$ cat src/rtl/ntt_stage_ctrl.sv
// NTT stage controller: CT / GS / PWM address sequencing for one butterfly.
// Optional stall input enabled with macro NTT_CTRL_STALL_EN.
module ntt_stage_ctrl #(
    parameter int LOGN    = 8,
    parameter int BUF_LAT = 5
) (
    input  logic            iSYS_CLK,
    input  logic            iSYS_RST,
    input  logic            iFSM_START,
    input  logic [1:0]      iFSM_MODE,
`ifdef NTT_CTRL_STALL_EN
    input  logic            iSTALL,
`endif
    output logic            oFSM_sel,
    output logic            oBUF_EN,
    output logic            oRD_EN,
    output logic [LOGN-1:0] oRD_ADDR_A,
    output logic [LOGN-1:0] oRD_ADDR_B,
    output logic [LOGN-1:0] oTW_ADDR,
    output logic            oWR_EN,
    output logic            oWR_DUAL,
    output logic [LOGN-1:0] oWR_ADDR_A,
    output logic [LOGN-1:0] oWR_ADDR_B,
    output logic            oBUSY,
    output logic            oDONE
);

    localparam int SW = $clog2(LOGN + 1);
    localparam int DW = $clog2(BUF_LAT + 1) + 1;

    localparam logic [1:0] IDLE  = 2'd0;
    localparam logic [1:0] RUN   = 2'd1;
    localparam logic [1:0] DRAIN = 2'd2;
    localparam logic [1:0] DONE  = 2'd3;

    localparam logic [LOGN-1:0] ONE      = {{(LOGN-1){1'b0}}, 1'b1};
    localparam logic [LOGN-1:0] ALL1     = {LOGN{1'b1}};
    localparam logic [LOGN-1:0] LAST_NTT = {1'b0, {(LOGN-1){1'b1}}};
    localparam logic [SW-1:0]   LASTSTG  = SW'(LOGN - 1);
    localparam logic [DW-1:0]   DRN_END  = DW'(BUF_LAT);

    logic [1:0]      state;
    logic [1:0]      modeReg;
    logic [LOGN-1:0] cnt;
    logic [SW-1:0]   stage;
    logic [DW-1:0]   dcnt;

    logic            isGs;
    logic            isPwm;
    logic            stall;
    logic            rdEn;
    logic            lastRd;
    logic [LOGN-1:0] lastCnt;
    logic [SW-1:0]   b;
    logic [LOGN-1:0] lenV;
    logic [LOGN-1:0] grp;
    logic [LOGN-1:0] rdA;
    logic [LOGN-1:0] rdB;
    logic [LOGN-1:0] tw;

    logic [BUF_LAT:0]           vld;
    logic [BUF_LAT:0][LOGN-1:0] dA;
    logic [BUF_LAT:0][LOGN-1:0] dB;

`ifdef NTT_CTRL_STALL_EN
    assign stall = iSTALL;
`else
    assign stall = 1'b0;
`endif

    assign isGs    = (modeReg == 2'd1);
    assign isPwm   = modeReg[1];
    assign rdEn    = (state == RUN) && !stall;
    assign lastCnt = isPwm ? ALL1 : LAST_NTT;
    assign lastRd  = rdEn && (cnt == lastCnt);

    // Pair addresses: insert a 0/1 bit at position log2(len) into the counter.
    always_comb begin
        b    = isGs ? stage : (LASTSTG - stage);
        lenV = ONE << b;
        grp  = cnt >> b;
        rdA  = '0;
        rdB  = '0;
        tw   = '0;
        if (rdEn) begin
            if (isPwm) begin
                rdA = cnt;
                rdB = cnt;
                tw  = cnt;
            end else begin
                rdA = ((grp << 1) << b) | (cnt & (lenV - ONE));
                rdB = rdA | lenV;
                tw  = isGs ? ((ALL1 >> stage) - grp)
                           : ((ONE << stage) + grp);
            end
        end
    end

    // Control FSM with per-stage read counter and drain timer.
    always_ff @(posedge iSYS_CLK) begin
        if (iSYS_RST) begin
            state   <= IDLE;
            modeReg <= '0;
            cnt     <= '0;
            stage   <= '0;
            dcnt    <= '0;
        end else begin
            unique case (state)
                IDLE: if (iFSM_START) begin
                    state   <= RUN;
                    modeReg <= iFSM_MODE;
                    cnt     <= '0;
                    stage   <= '0;
                end
                RUN: if (rdEn) begin
                    if (lastRd) begin
                        state <= DRAIN;
                        cnt   <= '0;
                        dcnt  <= '0;
                    end else begin
                        cnt <= cnt + ONE;
                    end
                end
                DRAIN: begin
                    dcnt <= dcnt + 1'b1;
                    if (dcnt == DRN_END) begin
                        if (isPwm || stage == LASTSTG) begin
                            state <= DONE;
                        end else begin
                            state <= RUN;
                            stage <= stage + 1'b1;
                        end
                    end
                end
                default: state <= IDLE;
            endcase
        end
    end

    // Read-to-write delay line: one RAM cycle plus butterfly latency.
    always_ff @(posedge iSYS_CLK) begin
        if (iSYS_RST) begin
            vld <= '0;
            dA  <= '0;
            dB  <= '0;
        end else begin
            vld[0] <= rdEn;
            dA[0]  <= rdA;
            dB[0]  <= rdB;
            for (int i = 1; i <= BUF_LAT; i++) begin
                vld[i] <= vld[i-1];
                dA[i]  <= dA[i-1];
                dB[i]  <= dB[i-1];
            end
        end
    end

    assign oRD_EN     = rdEn;
    assign oRD_ADDR_A = rdA;
    assign oRD_ADDR_B = rdB;
    assign oTW_ADDR   = tw;
    assign oWR_EN     = vld[BUF_LAT];
    assign oWR_DUAL   = vld[BUF_LAT] & ~isPwm;
    assign oWR_ADDR_A = dA[BUF_LAT];
    assign oWR_ADDR_B = dB[BUF_LAT];
    assign oBUSY      = (state != IDLE);
    assign oDONE      = (state == DONE);
    assign oBUF_EN    = (state == RUN) || (state == DRAIN);
    assign oFSM_sel   = isGs && (state != IDLE);

endmodule

$ cat config.mk
export PLATFORM = sky130hd
export DESIGN_NAME = ntt_stage_ctrl
export DESIGN_NICKNAME = d
export VERILOG_FILES = /design/src/rtl/ntt_stage_ctrl.sv
export SDC_FILE = /design/constraint.sdc
export NUM_CORES = 1
export LEC_CHECK = 0
export BUFFER_PORTS_ARGS = -buffer_cell sky130_fd_sc_hd__buf_2
export CORE_UTILIZATION = 44
export CTS_CLUSTER_DIAMETER = 60
export CTS_CLUSTER_SIZE = 40
export DETAILED_ROUTE_END_ITERATION = 8
export HOLD_SLACK_MARGIN = 0.15
export PLACE_DENSITY_LB_ADDON = 0.1
export SETUP_SLACK_MARGIN = 0.4
export SLEW_MARGIN = 10
export SYNTH_ARGS = -nofsm -noshare
export SYNTH_HDL_FRONTEND = slang
export SYNTH_SLANG_ARGS = --single-unit
$ cat constraint.sdc
create_clock -name iSYS_CLK -period 3.94 [get_ports iSYS_CLK]
set_clock_uncertainty 0.2 [all_clocks]
set_input_delay 0.591 -clock iSYS_CLK [delete_from_list [all_inputs] [get_ports iSYS_CLK]]
set_output_delay 0.591 -clock iSYS_CLK [all_outputs]
set_load 0.02 [all_outputs]
After elaboration in Yosys (flattened, before gate mapping):

Index checks and enable logic that the tools add are counted.
W data, S select, Z words.

* latch bits: 0
* memory bits (writable): 0
* output and inout port bits: 47
* bits in read-only memories: 0
* input bits: 5
* memories kept: 0
* register bits: 122

* div/mod/pow operators: 0
* $lt $le $gt $ge: 0
* bitwise operators: 5
* $mul: 0
* add/subtract/negate cells: 7
* reduce and logical (&&, ||, !) cells: 14
* muxes and demuxes: 23
* shift operators: 5
* equal/unequal tests: 11

Operators by type and width (number)
* $mux W8: 10
* $mux W4: 5
* $or A8 B8 Y8: 2
* $pmux W4 S2: 2
* $pmux W8 S2: 1
* $shl A1 B4 Y8 const A: 2
* $add A4 B1 Y4 const B: 2
* $add A8 B1 Y8 const B: 1
* $add A8 B8 Y8: 1
* $and A8 B8 Y8: 1
* $eq A4 B3 Y1 const B: 2
* $eq A8 B8 Y1: 1
* $mux W2: 4
* $reduce_bool A2 Y1: 4
* $shl A8 B4 Y8: 1
* $shr A8 B4 Y8: 1
* $shr A8 B4 Y8 const A: 1
* $sub A8 B1 Y8 const B: 1
* $sub A8 B8 Y8: 1
* $ne A2 B2 Y1 const B: 3
* $pmux W2 S3: 1
* $reduce_and A2 Y1: 3
* $eq A2 B1 Y1 const B: 2
* $eq A2 B2 Y1 const B: 2
* 9 further kinds: 11

Logic depth before layout (Yosys ltp):

Gate-level depths: netlist of run 1.

* depth after elaboration: 9
* depth in mapped cells: 18
* mapped depth without buffers: 16

Worst setup path after synthesis of run 1:

No wires, ideal clock.

* path type: reg-to-output
* start: reg modeReg[1]
* end: out oTW_ADDR[7]
* buffers on the path: 2
* path slack: -0.774 ns
* arrival: 3.923 ns
* stages on the path, launching flop included: 19
* cells stage by stage: dfxtp_1 buf_6 nor2b_4 buf_6 xnor2_1 mux4_2 a211oi_2 a21oi_2 inv_1 ha_1 o21a_1 o21a_1 o21ai_0 nor2b_1 o21bai_1 a21oi_1 xnor2_1 nor2_1 nor4b_1

* word-level cells in the longest chain between the ends: 7
* elaborated cells on any way between the ends: 8
* those cells by class: 2 x add/sub; 1 x eq/ne; 1 x shift; 4 x mux

Ends and longest elaborated chain
* start: declaration: RTL line 43 `logic [1:0] modeReg;`
* start signal: assignment: RTL line 111 `modeReg <= iFSM_MODE;`
* $eq A2 B1 Y1: RTL line 71 `assign isGs = (modeReg == 2'd1);`
* $mux W4: RTL line 79 `b = isGs ? stage : (LASTSTG - stage);`
* $shr A8 B4 Y8: RTL line 81 `grp = cnt >> b;`
* $add A8 B8 Y8 or $sub A8 B8 Y8 (tied branches): RTL line 94, 93
* $mux W8: RTL line 93 `tw = isGs ? ((ALL1 >> stage) - grp)`
* $mux W8 *: RTL line 86 `if (isPwm) begin`
* $mux W8 *: RTL line 85 `if (rdEn) begin`
* end: declaration: RTL line 19 `output logic [LOGN-1:0] oTW_ADDR,`

Every way passes the cells marked *; elsewhere a longest branch is shown, timed or not.

Worst setup path after layout of run 1:

* start: reg modeReg[0]
* end: out oTW_ADDR[7]

* word-level cells in the longest chain between the ends: 7
* elaborated cells on any way between the ends: 8
* those cells by class: 2 x add/sub; 1 x eq/ne; 1 x shift; 4 x mux

Ends and longest elaborated chain (RTL line)
* $eq A2 B1 Y1 *: 71
* $mux W4: 79
* $shr A8 B4 Y8: 81
* $add A8 B8 Y8 or $sub A8 B8 Y8 (tied branches): 94, 93
* $mux W8 *: 93
* $mux W8 *: 86
* $mux W8 *: 85

Marks and branches as above.

==> run metrics, run 1 <==
CP max stage delay 0.55 ns; Setup WS post-layout -0.6130 ns; share of synthesized flip-flops with an asynchronous set or reset 0; Rows 42; n_diodes 0; total power approximately 0.0041 W; final wirelength 16850 microns; number of flops mapped to enable cells by yosys 0; Worst R2R End dB[2]; Die X approximately 120 microns; CTS tree built; warnings from Yosys 0; DR WL/cell 16.36 microns; clk sink count 122; Most used DFF post-synth dfxtp_1; worst reg-to-reg path cell count 27; worst hold path type in -> reg; Worst Setup SP modeReg[0]; crit path max fanout 2; Vias about 5.5k; Data arrival, critical path 3.76 ns; power per cell area roughly 480 nW/um^2; ratio of cells with drive above 1 in the final layout 0.3583; drt drc 0; post-synthesis mux area share 0.03978; first-pass GRT wire length between 20000 and 30000 microns; Slew @ Worst Pin between 0.8 and 0.9 ns; Area Growth Syn to Fin 40.64%; Initial Util 0.4554; Worst Setup EP oTW_ADDR[7]; setup TNS -5.937 ns; CP dominant cell by count o21a_1; Ports 52; Yosys top cell by area dfxtp_1; Critical Path RT about 3.2 ns; largest family of logic cells by synthesized area simple AND/OR/NAND/NOR gates; clk buf depth 2; Worst Setup End Kind primary output; most frequent cell after synthesis dfxtp_1; total gr overflow 0; DRT Pass-1 Iters 5; Rel. slew slack 0.3973; Inserted Clock Buffers 17; clock root buffer clkbuf_16; Mean Syn Cell Area between 8 and 9 sq um; Clock Pin Slew Worst Setup and Hold Paths around 0.06 ns; most frequent cells after synthesis dfxtp_1 (122), nor2b_1 (98), nor2_1 (58); Final Critical Period between 4 and 5 ns; Synth Cell Area 6102 sq um; post-synth cell types 63; Max IR drop VDD approximately 0.47 mV; sequential-to-total area share from yosys stat 0.4002; Pins Over Slew Limit 0; Fmax roughly 220 MHz; reg2reg setup slack -0.14 ns; Critical R2R Launch modeReg[0]; slowest CP cell mux4_2; Synth Area in Compound Gates 0.1460; final antenna-violating net count 0; critical path class reg -> out; MaxCap Viol Count 0; largest net degree at the start of global routing 61; Tcrit/Tclk final 1.156; CP Cell Sequence nor2b_4 > xnor2_4 > mux4_2 > a211oi_4 > a21oi_2 > inv_1 > ha_1 > o21a_1 > o21a_1 > o21ai_1 > nor2b_2 > o21bai_1 > a21oi_1 > xnor2_1 > nor2_1 > nor4b_4 > buf_4; gr usage total 0.2389; xor/xnor share of the synthesized area 0.03609; final core utilization 0.6404; unrepaired setup endpoints after global routing true; Post-Synth Simple-Gate Area 0.2471; GP Congestion ~0.94; antenna violations before repair 0; H-tree depth 4; First DRT Iteration DRCs 270; failing checks setup timing; die area roughly 14000 sq um; CORE AREA ~13000 sq um; Post-Syn Nets 735; Final Hold Fails 0; top cells by area, synth dfxtp_1 (40%), nor2b_1 (10%), ha_1 (6.2%); PortBufs 51; Post-Synth Adder-Cell Area 0.06479; Die Y roughly 120 microns; status finished with violations; later-pin clock latency in the skew report ~0.42 ns; Detailed Place HPWL roughly 12000 microns; gate count of the mapped netlist 699; count of final setup violators 19; Synth Register Bits 122; vias per cell 5.352; Synth top area share 0.4002; P_leak around 3.6 nW; number of global-route vias before repair between 5k and 6k; CP Launch Type flop; nets slightly below 900
through the flow:
step                      hold WS [ns]  instance area, sq um  setup slack (ns)  instances
after CTS                       0.2160                  8324           -0.6414       1021
after global routing            0.2305                  8582           -0.7711       1030
after global placement          0.2155                  7028           -0.2364        957
after detailed placement        0.2204                  7028           -0.2385        957
after floorplan                 0.2138                  6165           -0.2118        699
final                           0.2298                  8582           -0.6130       1030
state kept, by name, summed over array words and instances, names as in the netlist:
name,count
state,2
oWR_ADDR_B,8
dcnt,4
modeReg,2
dB,40
stage,4
dA,40
vld,6
oWR_ADDR_A,8
cnt,8
area by class of cell:
cell class                 instances  area (sq um)
clock buffer                      17         425.4
clock inverter                    15         147.6
fill                            1114          4818
inverter                          26         101.3
multi-input combinational        492          3781
sequential                       122          2450
tap                              176         220.2
timing repair buffer             182          1456
per-layer routing:
metal  vias up  wire length (microns)  global-route usage
li1       2666                      -                   -
met1      2615                   7542              0.3012
met2       190                   7904              0.3840
met3        42                    898             0.05086
met4         0                    500              0.1227
met5         -                      0                   0
power by group:
| part | switching (W) | internal, W | total, W |
|---|---|---|---|
| clock | 0.000644 | 0.000843 | 0.00149 |
| sequential | 0.0000306 | 0.00128 | 0.00131 |
| combinational | 0.000771 | 0.000526 | 0.00130 |
logic make-up after synthesis:
family,after synthesis
xor+xnor,23
mux,13
simple gates,286
flops,122
buf+inv,85
compound gates,138
fa+ha+maj,31
other cells,1
how the worst min path moves through the flow:
stage                       from    endpoint  depth (start not counted)
detailed placement        dA[19]      dA[27]                          1
global route        iFSM_MODE[0]  modeReg[0]                          3
floorplan                  dA[2]      dA[10]                          1
CTS                 iFSM_MODE[0]  modeReg[0]                          3
global placement          dB[30]      dB[38]                          1
finish              iFSM_MODE[0]  modeReg[0]                          3
cells in the final DEF (no fill, tap or decap), types with 8 or more instances in the layout:
cell       instances
buf_6             40
buf_4            108
nor3_1            22
nand3_1           11
nand2_1           43
a21oi_2            9
mux4_2             9
nand2b_1          10
nor2_1            51
buf_2             32
clkbuf_16         17
xnor2_1           11
inv_1             22
a21oi_1           28
ha_1              24
inv_8              8
dfxtp_1          118
o21ai_0           21
nor2b_1           96
repair_timing:
action	CTS	global route
pin swaps	32	30
hold endpoints to repair	0	0
setup buffers	32	9
gates resized for setup	106	45
endpoints found under the setup margin	22	25
hold buffers	0	0
critical path, delay by kind of cell, from the launching register on:
family / cells / cell delay (ns)
simple gates: 4 / 0.65
compound gates: 7 / 1.08
buf+inv: 2 / 0.24
flops: 1 / 0.33
mux: 1 / 0.55
fa+ha+maj: 1 / 0.22
xor+xnor: 2 / 0.27
(Power assumes the default switching activity.)
==> inputs of run 2 (changes only) <==
- CORE_UTILIZATION: 44 -> 54
==> run 2 against run 1 <==
  * The run still ends with setup timing left
  * Hold slack worse by 0.0071 ns
  * Core utilization is 11 points higher
  * Power is 3.8% lower
  * Largest power group unchanged
  * Design area is 4.2% lower
  * Sequential share of layout area is 1.3 points higher
  * Sequential power hardly changed
  * Highest routed layer unchanged
  * Clock power is 5% lower
==> run metrics, run 2 (synthesis gave the netlist of run 1 again) <==
Initial Util 0.5580 (+0.1026); Detailed Place HPWL 11050 microns (-4.6%); clk buf depth 2 (unchanged); Fmax 215.2 MHz (-2.0%); Data arrival, critical path 3.86 ns (+0.10 ns); # fillers 798 (-28%); Critical Path RT 3.15 ns (about the same); Rel. slew slack 0.3710 (-0.02625); gr usage total 0.2774 (+0.03846); power per cell area 479.1 nW/um^2 (+0.34%); H-tree depth 4 (unchanged); reg2reg setup slack 0.45 ns (+0.59 ns); nets 854 (-2.6%); final wirelength 16250 microns (-3.5%); status finished with violations; DR WL/cell 16.74 microns (+2.3%); antenna violations before repair 0 (unchanged); Worst Setup End Kind primary output; Setup WS pre-CTS -0.2769 ns (-0.03837 ns); die area 11730 sq um (-18%); Critical R2R Launch modeReg[0]; register area 2451 sq um (about the same); n_diodes 0 (unchanged); CTS tree built; placed cell areas 6945 sq um (-1.2%); ratio of cells with drive above 1 in the final layout 0.3321 (-0.02618); later-pin clock latency in the skew report 0.41 ns (about the same); Pins Over Slew Limit 0 (unchanged); first-pass GRT wire length 24590 microns (-7.2%); CP dominant cell by count o21a_1; final antenna-violating net count 0 (unchanged); Vias 5406 (-1.9%); PortBufs 51 (unchanged); unrepaired setup endpoints after global routing true; critical path class reg -> out; count of final setup violators 18 (-1); commonest cells after routing, fill and taps aside dfxtp_1 (119), buf_4 (105), nor2b_1 (97); Inserted Clock Buffers 17 (unchanged); MaxCap Viol Count 0 (unchanged); total gr overflow 0 (unchanged); CORE AREA 10940 sq um (-18%); Worst R2R End dB[3]; Final Hold Fails 0 (unchanged); number of global-route vias before repair 4948 (-6.7%); Slew @ Worst Pin 0.9336 ns (+0.03896 ns); worst reg-to-reg path cell count 15 (-44%); worst hold path type in -> reg; worst hold stages 3 (unchanged); largest net degree at the start of global routing 64 (+4.9%); Tcrit/Tclk final 1.179 (+0.02361); Max IR drop VDD 0.3655 mV (-23%); cell family contributing the most delay on the critical path compound AO/OA/AOI/OAI gates; Bufs and invs on worst path 2 (unchanged); Final Cell Area 8224 sq um (-4.2%); P_leak 3.467 nW (-4.1%); clock root buffer clkbuf_16; Setup WS post-layout -0.7060 ns (-0.09303 ns); GP Congestion 0.9478 (+1.2%); multi-input logic area 3756 sq um (-0.66%); crit path max fanout 2 (unchanged); Hold Path Sink modeReg[1]; Die X 108.3 microns (-9.6%); Final Critical Period 4.646 ns (+0.09303 ns); failing checks setup timing; Rows 38 (-9.5%); commonest non-fill, non-tap cell in the layout dfxtp_1; DRT Pass-1 Iters 7 (+2); CP max stage delay 0.56 ns (about the same); HP Start iFSM_MODE[1]; vias per cell 5.567 (+4.0%); slowest CP cell mux4_2; Ports 52 (unchanged); Die Y 108.3 microns (-9.6%); First DRT Iteration DRCs 445 (+65%); CP Launch Type flop; Area Growth Syn to Fin 34.78%; CP Cell Sequence nor2b_4 > xnor2_4 > mux4_2 > a211oi_4 > a21oi_2 > inv_1 > ha_1 > o21a_1 > o21a_1 > o21ai_1 > nor2b_2 > o21bai_1 > a21oi_1 > xnor2_1 > nor2_2 > nor4b_4 > buf_4; clk sink count 122 (unchanged); drt drc 0 (unchanged); Clock Pin Slew Worst Setup and Hold Paths 0.06 ns (about the same); Largest regs dA: 40 flops, dB: 40 flops
## run 2: how the worst max path moves through the flow
stage	cells after the start	startpoint	end	slack (ns)
4_1_cts	18	modeReg[0]	oTW_ADDR[7]	-0.69
6_report	17	modeReg[0]	oTW_ADDR[7]	-0.71
3_5_place_dp	16	modeReg[1]	oTW_ADDR[7]	-0.28
3_3_place_gp	16	modeReg[1]	oTW_ADDR[7]	-0.28
5_1_grt	17	modeReg[0]	oTW_ADDR[7]	-0.92
2_1_floorplan	18	modeReg[1]	oTW_ADDR[7]	-0.21
## run 2: routing by layer
metal | up-vias | routed length (microns) | global-route usage | part of all wire
met5 | - | 0 | 0 | 0
met4 | 0 | 539 | 0.1216 | 0.033
met3 | 48 | 840 | 0.04943 | 0.052
met2 | 211 | 7827 | 0.4577 | 0.48
met1 | 2532 | 7046 | 0.3545 | 0.43
li1 | 2615 | - | - | -
## run 2: report_power, final
part	internal [W]	total, W	switching, W
Combinational	0.000471	0.00122	0.000745
Clock	0.000817	0.00141	0.000591
Sequential	0.00128	0.00132	0.0000323
## run 2: per-stage QoR
stage	instances	total power (W)	hold slack (ns)	utilization	setup TNS (ns)
2_1_floorplan	699	0.001984	0.2138	-	-0.2118
3_3_place_gp	916	0.002324	0.2151	0.6351	-1.009
3_5_place_dp	916	0.002341	0.2204	0.6351	-1.208
4_1_cts	953	0.003783	0.2160	0.6993	-6.019
5_1_grt	971	0.004111	0.2386	0.7521	-8.126
6_report	971	0.003940	0.2227	0.7521	-5.582
## run 2: tightest hold or removal path, stage by stage
cell and delay [ns]:
buf_2 0.10, nand3_1 0.05, a21oi_1 0.05
## run 2: cell type report
class                      count  share of cell area
sequential                   122              0.2980
tap                          140             0.02130
inverter                      26             0.01202
clock inverter                14             0.01400
clock buffer                  18             0.05218
multi-input combinational    492              0.4567
timing repair buffer         159              0.1457
## run 2: repair_timing
item | 4_1_cts | 5_1_grt
gates cloned | 0 | 1
pin swaps | 11 | 38
hold buffers | 0 | 0
resized for setup | 27 | 99
setup endpoints to repair | 22 | 25
buffers inserted | 5 | 17
